**src/rtl/jtag_pkg.sv**
```systemverilog
// Shared JTAG definitions: TAP state encoding, instruction opcodes and sizing helpers.
package jtag_pkg;

  localparam int JTAG_IR_W        = 5;
  localparam int RESET_TMS_CYCLES = 5;

  localparam logic [JTAG_IR_W-1:0] EXTEST = 5'h00;
  localparam logic [JTAG_IR_W-1:0] SAMPLE = 5'h01;
  localparam logic [JTAG_IR_W-1:0] BYPASS = 5'h1F;

  // The sixteen IEEE 1149.1 TAP states, plus the host-only TRST/TMS reset phase.
  typedef enum logic [4:0] {
    TLR, IDLE,
    SEL_DR, CAP_DR, SHIFT_DR, EXIT1_DR, PAUSE_DR, EXIT2_DR, UPD_DR,
    SEL_IR, CAP_IR, SHIFT_IR, EXIT1_IR, PAUSE_IR, EXIT2_IR, UPD_IR,
    RESET_SEQ
  } tap_state_t;

  function automatic int max_of3(input int a, input int b, input int c);
    int m;
    m = (a > b) ? a : b;
    return (m > c) ? m : c;
  endfunction

endpackage

```
**src/rtl/jtag_host_shift_reg.sv**
```systemverilog
// Parallel-load IR/DR shifter: presents TDI LSB first, captures TDO MSB-in,
// and holds the last completed response.
module jtag_host_shift_reg #(
  parameter int IR_W = 5,
  parameter int DR_W = 14
) (
  input  logic            clk,
  input  logic            rst,
  input  logic            load,
  input  logic [IR_W-1:0] load_ir,
  input  logic [DR_W-1:0] load_dr,
  input  logic            shift_ir,
  input  logic            shift_dr,
  input  logic            commit,
  input  logic            tdo,
  output logic            tdi,
  output logic [IR_W-1:0] rsp_ir,
  output logic [DR_W-1:0] rsp_dr
);

  logic [IR_W-1:0] ir_sr;
  logic [DR_W-1:0] dr_sr;

  // NOTE: non-blocking assignments keep every register sampling pre-edge values.
  always_ff @(posedge clk) begin
    if (rst) begin
      ir_sr  <= '0;
      dr_sr  <= '0;
      rsp_ir <= '0;
      rsp_dr <= '0;
    end else begin
      if (load) begin
        ir_sr <= load_ir;
        dr_sr <= load_dr;
      end else begin
        // After W shifts, the TDO bit sampled in shift cycle k sits at bit k.
        if (shift_ir) ir_sr <= {tdo, ir_sr[IR_W-1:1]};
        if (shift_dr) dr_sr <= {tdo, dr_sr[DR_W-1:1]};
      end
      if (commit) begin
        rsp_ir <= ir_sr;
        rsp_dr <= dr_sr;
      end
    end
  end

  assign tdi = shift_ir ? ir_sr[0] : (shift_dr ? dr_sr[0] : 1'b0);

endmodule

```
**src/rtl/jtag_host_ctrl.sv**
```systemverilog
// Host-side JTAG initiator: one IR scan then one DR scan per command, with an
// FSM that tracks the target TAP state edge for edge.
module jtag_host_ctrl
  import jtag_pkg::*;
#(
  parameter int  NUM_IN  = 9,
  parameter int  NUM_OUT = 5,
  parameter int  IR_W    = JTAG_IR_W,
  localparam int DR_W    = NUM_IN + NUM_OUT
) (
  input  logic            CLK,
  input  logic            RST,
  input  logic            cmd_valid,
  output logic            cmd_ready,
  input  logic [IR_W-1:0] cmd_instr,
  input  logic [DR_W-1:0] cmd_data,
  output logic            rsp_valid,
  output logic [IR_W-1:0] rsp_ir,
  output logic [DR_W-1:0] rsp_dr,
  output logic            busy,
  output logic            TMS,
  output logic            TDI,
  input  logic            TDO,
  output logic            TRST
);

  localparam int CNT_W = $clog2(max_of3(IR_W, DR_W, RESET_TMS_CYCLES));

  tap_state_t       state;
  logic [CNT_W-1:0] cnt;
  logic             ir_done;
  logic             last_ir;
  logic             last_dr;
  logic             last_rst;

  assign last_ir  = (cnt == CNT_W'(IR_W - 1));
  assign last_dr  = (cnt == CNT_W'(DR_W - 1));
  assign last_rst = (cnt == CNT_W'(RESET_TMS_CYCLES - 1));

  assign cmd_ready = (state == IDLE);
  assign busy      = ~cmd_ready;
  assign TRST      = (state == RESET_SEQ);

  // Select-DR is visited twice per command; ir_done tells the two visits apart.
  always_ff @(posedge CLK) begin
    if (RST) begin
      state     <= RESET_SEQ;
      cnt       <= '0;
      ir_done   <= 1'b0;
      rsp_valid <= 1'b0;
    end else begin
      rsp_valid <= 1'b0;
      unique case (state)
        RESET_SEQ: begin
          if (last_rst) state <= TLR;
          else          cnt   <= cnt + 1'b1;
        end
        TLR:    state <= IDLE;
        IDLE:   if (cmd_valid) state <= SEL_DR;
        SEL_DR: state <= ir_done ? CAP_DR : SEL_IR;
        SEL_IR: state <= CAP_IR;
        CAP_IR: begin
          state <= SHIFT_IR;
          cnt   <= '0;
        end
        SHIFT_IR: begin
          if (last_ir) state <= EXIT1_IR;
          else         cnt   <= cnt + 1'b1;
        end
        EXIT1_IR: state <= UPD_IR;
        UPD_IR: begin
          state   <= SEL_DR;
          ir_done <= 1'b1;
        end
        CAP_DR: begin
          state <= SHIFT_DR;
          cnt   <= '0;
        end
        SHIFT_DR: begin
          if (last_dr) state <= EXIT1_DR;
          else         cnt   <= cnt + 1'b1;
        end
        EXIT1_DR: state <= UPD_DR;
        UPD_DR: begin
          state     <= IDLE;
          ir_done   <= 1'b0;
          rsp_valid <= 1'b1;
        end
        default: begin
          state   <= RESET_SEQ;
          cnt     <= '0;
          ir_done <= 1'b0;
        end
      endcase
    end
  end

  // TMS is the value that steers the TAP into the state this FSM enters next.
  always_comb begin
    // NOTE: default first so no path through the case leaves TMS unassigned (no latch).
    TMS = 1'b0;
    unique case (state)
      RESET_SEQ:                  TMS = 1'b1;
      IDLE:                       TMS = cmd_valid;
      SEL_DR:                     TMS = ~ir_done;
      SHIFT_IR:                   TMS = last_ir;
      SHIFT_DR:                   TMS = last_dr;
      EXIT1_IR, UPD_IR, EXIT1_DR: TMS = 1'b1;
      default:                    TMS = 1'b0;
    endcase
  end

  jtag_host_shift_reg #(
    .IR_W (IR_W),
    .DR_W (DR_W)
  ) u_shift (
    .clk      (CLK),
    .rst      (RST),
    .load     (cmd_ready & cmd_valid),
    .load_ir  (cmd_instr),
    .load_dr  (cmd_data),
    .shift_ir (state == SHIFT_IR),
    .shift_dr (state == SHIFT_DR),
    .commit   (state == UPD_DR),
    .tdo      (TDO),
    .tdi      (TDI),
    .rsp_ir   (rsp_ir),
    .rsp_dr   (rsp_dr)
  );

endmodule
```
**config.mk**
```make
export PLATFORM = sky130hd
export DESIGN_NAME = jtag_host_ctrl
export DESIGN_NICKNAME = d
export VERILOG_FILES = /design/src/rtl/jtag_pkg.sv /design/src/rtl/jtag_host_shift_reg.sv /design/src/rtl/jtag_host_ctrl.sv
export SDC_FILE = /design/constraint.sdc
export NUM_CORES = 1
export LEC_CHECK = 0
export ABC_AREA = 0
export CAP_MARGIN = 20
export CORE_ASPECT_RATIO = 0.75
export CORE_MARGIN = 2
export CORE_UTILIZATION = 51
export DETAILED_ROUTE_END_ITERATION = 7
export HOLD_SLACK_MARGIN = 0.05
export PLACE_DENSITY = 0.82
export SYNTH_ARGS = -nofsm -noshare
export SYNTH_HDL_FRONTEND = slang
export SYNTH_SLANG_ARGS = --single-unit
```
**constraint.sdc**
```tcl
create_clock -name CLK -period 5.2 [get_ports CLK]
set_input_delay 1.04 -clock CLK [delete_from_list [all_inputs] [get_ports CLK]]
set_output_delay 1.04 -clock CLK [all_outputs]
set_load 0.01 [all_outputs]
```
After elaboration in Yosys (flattened, before gate mapping)
Index checks and enable logic that the tools add are counted.
{"block": "classes", "bitwise_logic": 4, "eq_ne": 20, "n_mux": 18, "n_addsub": 1, "reduce_logical": 10}
{"op": "5-bit case mux with 12 select lines", "n": 1}
{"op": "5-bit by 4-bit == test with 1-bit output (second input constant)", "n": 6}
{"op": "5-bit 2-to-1 mux", "n": 6}
{"op": "14-bit 2-to-1 mux", "n": 2}
{"op": "4-bit 2-to-1 mux", "n": 3}
{"op": "4-bit case mux with 3 select lines", "n": 1}
{"op": "11-bit OR reduction", "n": 1}
{"op": "5-bit by 2-bit == test with 1-bit output (second input constant)", "n": 2}
{"op": "5-bit by 3-bit == test with 1-bit output (second input constant)", "n": 2}
{"op": "2-bit inequality test (second input constant)", "n": 5}
{"op": "8-bit OR reduction", "n": 1}
{"op": "5-bit by 1-bit == test with 1-bit output (second input constant)", "n": 1}
{"op": "5-bit == test (second input constant)", "n": 1}
{"op": "5-bit zero test", "n": 1}
{"op": "1-bit case mux with 5 select lines", "n": 1}
{"op": "4-bit by 1-bit adder with 4-bit output (second input constant)", "n": 1}
{"op": "4-bit by 3-bit == test with 1-bit output (second input constant)", "n": 1}
{"op": "4-bit == test (second input constant)", "n": 1}
{"op": "4-bit AND reduction", "n": 1}
{"op": "2-bit nonzero test", "n": 2}
{"op": "2-bit OR reduction", "n": 2}
{"op": "4-bit OR reduction", "n": 1}
{"op": "1-bit 2-to-1 mux", "n": 3}
{"op": "1-bit NOT", "n": 3}
{"op": "other kinds (4)", "n": 4}
{"block": "totals", "reg_bits": 49, "word_cells": 61, "output_inout_bits": 25, "inputBits": 23}

Logic depth before layout (Yosys ltp)
Gate-level depths: netlist of run 1.
{"block": "logic_depth", "ltp_word": 4, "depth_mapped": 7, "mapped_depth_nobuf": 6}

Modules after synthesis
From an unflattened synthesis of run 1, not the netlist that was laid out.
{"block": "unflattened", "hier_cells": 263, "area_unflattened_um2": 2459.9}
{"mod": "jtag_host_shift_reg", "seq_area_each_um2": 760.7, "n_inst": 1, "cells_each": 149, "area_per_inst_um2": 1577.8}
{"mod": "jtag_host_ctrl", "seq_area_each_um2": 220.2, "n_inst": 1, "cells_each": 114, "area_per_inst_um2": 882.1}

Least setup slack after synthesis of run 1
OpenSTA, ideal clock, no wires.
{"block": "synth_path", "path_kind": "input to output", "start": "input cmd_valid", "end": "output TMS", "slack_ps": 2547, "required_time_ps": 4160, "cell_stages": 3, "n_path_buf": 1, "arrival_time_ps": 1613, "path_cell_list": "nand2_1 > clkbuf_1 > nand4b_1"}
{"block": "synth_via", "elab_chain_cells": 1}
{"element": "from (decl)", "line_no": "jtag_host_ctrl.sv:13", "text": "input logic cmd_valid,"}
{"element": "1-bit case mux with 5 select lines", "line_no": "jtag_host_ctrl.sv:102", "text": "unique case (state)"}
{"element": "to (decl)", "line_no": "jtag_host_ctrl.sv:21", "text": "output logic TMS,"}
Every way passes these cells.

Worst setup path in the final report of run 1
{"block": "layout_path", "start": "register state[0]", "end": "output TMS"}
{"block": "layout_via", "elab_chain_cells": 3, "elab_cells_between_ends": 10, "cone_classes": "eq/ne (8); mux (1); reduce/logical (1)"}
{"element": "from (decl)", "line_no": "jtag_host_ctrl.sv:29", "text": "tap_state_t state;"}
{"element": "from (signal assigned)", "line_no": "jtag_host_ctrl.sv:60", "text": "SEL_DR: state <= ir_done ? CAP_DR : SEL_IR;"}
{"element": "5-bit == test, or another cell as far along", "line_no": "jtag_host_ctrl.sv:102"}
{"element": "4-bit OR reduction (no line)"}
{"element": "1-bit case mux with 5 select lines *", "line_no": "jtag_host_ctrl.sv:102"}
Every way passes the cells marked *; elsewhere a longest branch is shown, timed or not.

==> metrics.log, run 1 <==
INFO  metric critical-path-max-stage-delay = 840 ps
INFO  metric instance_count_of_the_mapped_netlist = 297
INFO  metric core_box_area = 0.00449 mm^2
INFO  metric setup-tns-final = 0 ps
INFO  metric grt_setup_unrepaired = false
INFO  metric post_drt_via_cell_ratio = 5.80
INFO  metric clock_tree.htree_level_count = 2
INFO  metric leading_cell_type_in_the_layout_fill_and_taps_excluded = sky130_fd_sc_hd__nand2_1
INFO  metric skew = 8.57 ps
INFO  metric crit_arrival = 3030 ps
INFO  metric finalWirelength = 5.77 mm
INFO  metric setup_crit_start = state[0]
INFO  metric final_core_utilization = 0.662
INFO  metric antenna_left = 0
INFO  metric top_level_ports = 48
INFO  metric async_reset_ff_frac = 0
INFO  metric grt_antenna_before_repair = 0
INFO  metric crit_fanout = 23
INFO  metric cts_setup_buffers = 0
INFO  metric cts.repair.resized = 0
INFO  metric min_path_cells = 2
INFO  metric min_period = 4070 ps
INFO  metric critPathLaunchType = flop
INFO  metric die_extent_in_y = 63.3 um
INFO  metric worstMarginPinSlew = 853 ps
INFO  metric first_pass_grt_wire_length = 9.10 mm
INFO  metric worst_r2r_path_depth = 6
INFO  metric worst_slew_margin_rel = 0.431
INFO  metric ctsHoldBuffers = 0
INFO  metric gpl.final_weighted_congestion = 0.885
INFO  metric leading_register_cell_type_out_of_synthesis = sky130_fd_sc_hd__dfxtp_1
INFO  metric min_from = u_shift.rsp_dr[5]
INFO  metric post-route-drc-count = 0
INFO  metric syn_avg_cell_area = 8.04 um^2
INFO  metric max-clock-path-buffers = 2
INFO  metric timing_max_transition_violations_final = 0
INFO  metric ys.warnings.count = 0
INFO  metric critical_path_cell_with_the_highest_stage_delay = sky130_fd_sc_hd__dfxtp_1
INFO  metric required = 4160 ps
INFO  metric area_growth = 24.6%
INFO  metric wire_per_inst = 14.8 um
INFO  metric row_count = 21
INFO  metric final_cell_mix = sky130_fd_sc_hd__nand2_1 (65), sky130_fd_sc_hd__dfxtp_1 (49), sky130_fd_sc_hd__clkdlybuf4s50_1 (47)
INFO  metric numCtsBuffers = 5
INFO  metric port_buffers = 47
INFO  metric cts.sink_count = 49
INFO  metric dr_total_vias = 2255
INFO  metric totalPowerFinal = 774 uW
INFO  metric drt_iter0_drc = 155
INFO  metric cts_tree = yes
INFO  metric p_leak = 0.000945 uW
INFO  metric syn_nets = 323
INFO  metric dpl.hpwl = 3.91 mm
INFO  metric min_path_type = reg2reg
INFO  metric antenna_cells_inserted = 0
INFO  metric crit_path_cell_trace = nand2b_4, nor4_2, nand2_1, nand4b_1, clkdlybuf4s50_1
INFO  metric fraction_of_the_yosys_area_taken_by_sequential_cells = 0.411
INFO  metric ctsRootBufferMaster = sky130_fd_sc_hd__clkbuf_8
INFO  metric largest_net_degree_at_the_start_of_global_routing = 34
INFO  metric synth_cell_area = 0.00239 mm^2
INFO  metric die_w = 83 um
INFO  metric die_area = 0.00525 mm^2
INFO  metric start_util = 0.531
INFO  metric regToRegStartpoint = state[1]
INFO  metric layout.nets = 358
INFO  metric timing.fmax = 246 MHz
INFO  metric grt-ovfl-total = 0
INFO  metric drt_pass1_iterations = 4
INFO  metric critical_path_class = reg2out
INFO  metric power_density_relative_to_cell_area = 260 mW/mm^2
INFO  metric yosys_register_bits = 49
INFO  metric synth-edff-count = 0
INFO  metric yosys.cell_types.count = 46
INFO  metric groute.usage.overall = 0.212
INFO  metric ir_drop = 185 uV
INFO  metric post_route_cells_drive_above_1_share = 0.0633
INFO  metric drv_cap = 0
INFO  metric clk-insertion-delay-late = 300 ps
INFO  metric critical_path.endpoint_type = primary output
INFO  metric outcome = complete, no violations
INFO  metric clkSlewWorstSetupHoldPaths = 80 ps
INFO  metric finalSetupViolCount = 0
INFO  metric final.period_utilization = 0.783
INFO  metric timing_hold_violations_final = 0
INFO  metric first_global_vias = 1924
synth_stat cells (2+ instances only):
master / count / share of area
sky130_fd_sc_hd__nor3b_1: 2 / 0.0063
sky130_fd_sc_hd__nand2b_1: 6 / 0.016
sky130_fd_sc_hd__clkbuf_1: 12 / 0.019
sky130_fd_sc_hd__nor2_1: 21 / 0.033
sky130_fd_sc_hd__a21oi_1: 41 / 0.086
sky130_fd_sc_hd__mux2i_1: 3 / 0.013
sky130_fd_sc_hd__ha_1: 3 / 0.016
sky130_fd_sc_hd__nand2_1: 65 / 0.10
sky130_fd_sc_hd__nor2b_1: 3 / 0.0079
sky130_fd_sc_hd__nand3b_1: 5 / 0.016
sky130_fd_sc_hd__dfxtp_1: 49 / 0.41
sky130_fd_sc_hd__a22oi_1: 10 / 0.031
sky130_fd_sc_hd__a211oi_1: 6 / 0.019
sky130_fd_sc_hd__nand4_1: 3 / 0.0079
sky130_fd_sc_hd__nand4b_1: 2 / 0.0073
sky130_fd_sc_hd__and3_1: 3 / 0.0079
sky130_fd_sc_hd__o21ai_0: 5 / 0.010
sky130_fd_sc_hd__o21ai_1: 3 / 0.0063
sky130_fd_sc_hd__inv_1: 6 / 0.0094
sky130_fd_sc_hd__o211ai_1: 2 / 0.0063
sky130_fd_sc_hd__nor3_1: 4 / 0.0084
sky130_fd_sc_hd__a311oi_1: 7 / 0.026
sky130_fd_sc_hd__buf_2: 9 / 0.019
sky130_fd_sc_hd__nand3_1: 5 / 0.010
sequential cells by signal (all words and copies together), names as in the netlist:
| register | flops |
|---|---|
| u_shift.dr_sr | 14 |
| u_shift.rsp_dr | 14 |
| cnt | 4 |
| ir_done | 1 |
| u_shift.ir_sr | 5 |
| rsp_valid | 1 |
| u_shift.rsp_ir | 5 |
| state | 5 |
final timing paths:
check,endpoint,slack (ps)
min,u_shift.rsp_dr[5],460
min reg2reg,u_shift.rsp_dr[5],460
max,TMS,1130
max reg2reg,state[2],2810
metrics by stage:
stage	cells	hold slack, ps	worst slack (ps)	area [um^2]
floorplan	297	444	2550	2390
global placement	381	444	1430	2840
detailed placement	381	446	1400	2840
CTS	388	459	1160	2950
global route	389	476	949	2970
finish	389	456	1130	2970
cell families after synthesis:
kind of cell,share of synthesized area
xor gates and xnor gates,0.00367
DFF,0.411
AOI/OAI and AO/OA,0.233
muxes,0.0126
buffers and inverters,0.0519
and+or+nand+nor,0.272
adders and majority gates,0.0157
critical path, delay by kind of cell (launching register included):
kind                   cells  cell delay, ps
buffers and inverters      1             560
DFF                        1             840
and+or+nand+nor            4            1340
report_power, final:
part	total (uW)	internal, uW	switching, uW
Sequential	401	385	16.0
Combinational	111	58.2	52.8
Clock	263	140	123
area by class of cell:
cell class | count | area [um^2]
clock buffers | 5 | 68.8
clock inverters | 2 | 35.0
flip-flops and latches | 49 | 981
repair buffers | 50 | 513
multi-input cells | 220 | 1280
inverters | 6 | 22.5
well taps | 57 | 71.3
fillers | 397 | 1520
routing by layer:
| layer | global-route usage | wire length, um |
|---|---|---|
| met1 | 0.312 | 2760 |
| met2 | 0.301 | 2510 |
| met3 | 0.0498 | 429 |
| met4 | 0.0758 | 80 |
| met5 | 0 | 0 |
Note: power is estimated with default switching activity, not from simulation.
==> inputs of run 2 (changes only) <==
==> constraint.sdc (replaced) <==
create_clock -name CLK -period 3.9 [get_ports CLK]
set_input_delay 0.78 -clock CLK [delete_from_list [all_inputs] [get_ports CLK]]
set_output_delay 0.78 -clock CLK [all_outputs]
set_load 0.01 [all_outputs]
==> metrics.log, run 2 (synthesis gave the netlist of run 1 again) <==
INFO  metric grt-ovfl-total = 0
INFO  metric setup-tns-final = 0 ps
INFO  metric leading_cell_type_in_the_layout_fill_and_taps_excluded = sky130_fd_sc_hd__nand2_1
INFO  metric max-clock-path-buffers = 2
INFO  metric critical_path.endpoint_type = primary output
INFO  metric die_extent_in_y = 63.3 um
INFO  metric setup_crit_start = state[2]
INFO  metric layout.nets = 360
INFO  metric critPathLaunchType = flop
INFO  metric dr_total_vias = 2220
INFO  metric antenna_left = 0
INFO  metric post_route_cells_drive_above_1_share = 0.0716
INFO  metric die_area = 0.00525 mm^2
INFO  metric ctsRootBufferMaster = sky130_fd_sc_hd__clkbuf_8
INFO  metric wire_per_inst = 14.4 um
INFO  metric die_w = 83 um
INFO  metric finalSetupViolCount = 0
INFO  metric drt_iter0_drc = 110
INFO  metric post_drt_via_cell_ratio = 5.66
INFO  metric antenna_cells_inserted = 0
INFO  metric post-route-drc-count = 0
INFO  metric detailed_place.area = 0.00286 mm^2
INFO  metric clkSlewWorstSetupHoldPaths = 90 ps
INFO  metric fill_cell_count = 386
INFO  metric dpl.hpwl = 3.80 mm
INFO  metric drt_pass1_iterations = 4
INFO  metric area_growth = 25.9%
INFO  metric timing.rr.end = state[2]
INFO  metric post-route-cell-area = 0.00301 mm^2
INFO  metric largest_net_degree_at_the_start_of_global_routing = 31
INFO  metric timing_hold_violations_final = 0
INFO  metric core_box_area = 0.00449 mm^2
INFO  metric crit_fanout = 18
INFO  metric first_global_vias = 1981
INFO  metric clk-insertion-delay-late = 290 ps
INFO  metric timing.critical_path.to = TMS
INFO  metric clock_tree.htree_level_count = 2
INFO  metric critical_path_cell_with_the_highest_stage_delay = sky130_fd_sc_hd__dfxtp_1
INFO  metric outcome = complete, no violations
INFO  metric crit_path_cell_trace = nor2b_1, nand3b_2, o22a_1, nand4b_1, clkdlybuf4s50_1
INFO  metric p_leak = 0.000957 uW
INFO  metric worst_r2r_path_depth = 6
INFO  metric timing.fmax = 287 MHz
INFO  metric reg.largest.list = u_shift.dr_sr: 14 flops, u_shift.rsp_dr: 14 flops
INFO  metric ctsHoldBuffers = 0
INFO  metric cts.repair.resized = 0
INFO  metric gpl.final_weighted_congestion = 0.869
INFO  metric drv_cap = 0
INFO  metric cts.sink_count = 49
INFO  metric groute.usage.overall = 0.216
INFO  metric min_path_type = reg2reg
INFO  metric cts_tree = yes
INFO  metric top_level_ports = 48
INFO  metric numCtsBuffers = 5
INFO  metric port_buffers = 47
INFO  metric worstMarginPinSlew = 839 ps
INFO  metric finalWirelength = 5.66 mm
INFO  metric start_util = 0.531
INFO  metric critical_path_class = reg2out
INFO  metric critical-path-max-stage-delay = 780 ps
INFO  metric required = 3120 ps
INFO  metric ir_drop = 207 uV
INFO  metric crit_arrival = 2700 ps
INFO  metric grt_setup_unrepaired = false
INFO  metric worst_slew_margin_rel = 0.440
INFO  metric skew = 8.23 ps
INFO  metric final-instance-count-excl-fill = 392
INFO  metric final_cell_mix = sky130_fd_sc_hd__nand2_1 (65), sky130_fd_sc_hd__dfxtp_1 (49), sky130_fd_sc_hd__clkdlybuf4s50_1 (47)
INFO  metric post-place-cells = 383
INFO  metric first_pass_grt_wire_length = 9.41 mm
INFO  metric regToRegStartpoint = state[1]
INFO  metric row_count = 21
INFO  metric min_period = 3480 ps
INFO  metric power_density_relative_to_cell_area = 349 mW/mm^2
INFO  metric cts_setup_buffers = 0
INFO  metric final.period_utilization = 0.893
INFO  metric timing_max_transition_violations_final = 0
INFO  metric setup.reg_to_reg.worst_slack = 1610 ps
INFO  metric grt_antenna_before_repair = 0
-- run 2: cell types whose count changed in the layout (fill, tap and decap cells not counted) --
cell	change
sky130_fd_sc_hd__clkbuf_8	+1
sky130_fd_sc_hd__clkinvlp_4	+1
sky130_fd_sc_hd__clkinv_2	-1
sky130_fd_sc_hd__buf_4	+2
-- run 2: final cells by class --
type                       instances  area (um^2)  area share
multi-input combinational        220         1280       0.427
clock inverter                     2         37.5      0.0125
clock buffer                       6         82.6      0.0275
sequential                        49          981       0.326
inverter                           6         22.5     0.00749
tap                               57         71.3      0.0237
timing repair buffer              52          528       0.176
-- run 2: worst max-delay path, delay by kind of cell, from the launching register on --
kind                   cells  cell delay, ps
AOI/OAI and AO/OA          1             330
buffers and inverters      1             530
DFF                        1             780
and+or+nand+nor            3             770
-- run 2: per-layer routing --
| layer | share of wire | track usage | vias to the layer above |
|---|---|---|---|
| li1 | - | - | 1120 |
| met1 | 0.51 | 0.308 | 1039 |
| met2 | 0.44 | 0.340 | 57 |
| met4 | 0.0044 | 0.0328 | 0 |
| met5 | 0 | 0 | - |
| met3 | 0.052 | 0.0511 | 4 |
-- run 2: through the flow --
stage / power [uW] / setup WS [ps] / utilization / hold slack, ps
after floorplan: 636 / 1600 / - / 444
after global placement: 685 / 815 / 0.636 / 443
after detailed placement: 687 / 741 / 0.636 / 446
after CTS: 1050 / 406 / 0.663 / 459
after global routing: 1100 / 299 / 0.669 / 477
final: 1050 / 417 / 0.669 / 456
-- run 2: how the worst min path moves through the flow --
stage | start | endpoint | slack, ps | cells after the start
after floorplan | u_shift.ir_sr[1] | u_shift.rsp_ir[1] | 440 | 2
after global placement | u_shift.rsp_dr[9] | u_shift.rsp_dr[9] | 440 | 2
after detailed placement | u_shift.rsp_dr[2] | u_shift.rsp_dr[2] | 450 | 2
after CTS | u_shift.rsp_dr[2] | u_shift.rsp_dr[2] | 460 | 2
after global routing | u_shift.rsp_dr[7] | u_shift.rsp_dr[7] | 480 | 2
final | u_shift.rsp_dr[2] | u_shift.rsp_dr[2] | 460 | 2
-- run 2: power by group --
part	switching (uW)	leakage (uW)	internal (uW)
clock	162	0.0000574	209
combinational	68.1	0.000505	77.5
sequential	21.5	0.000395	513
total	251	0.000957	799
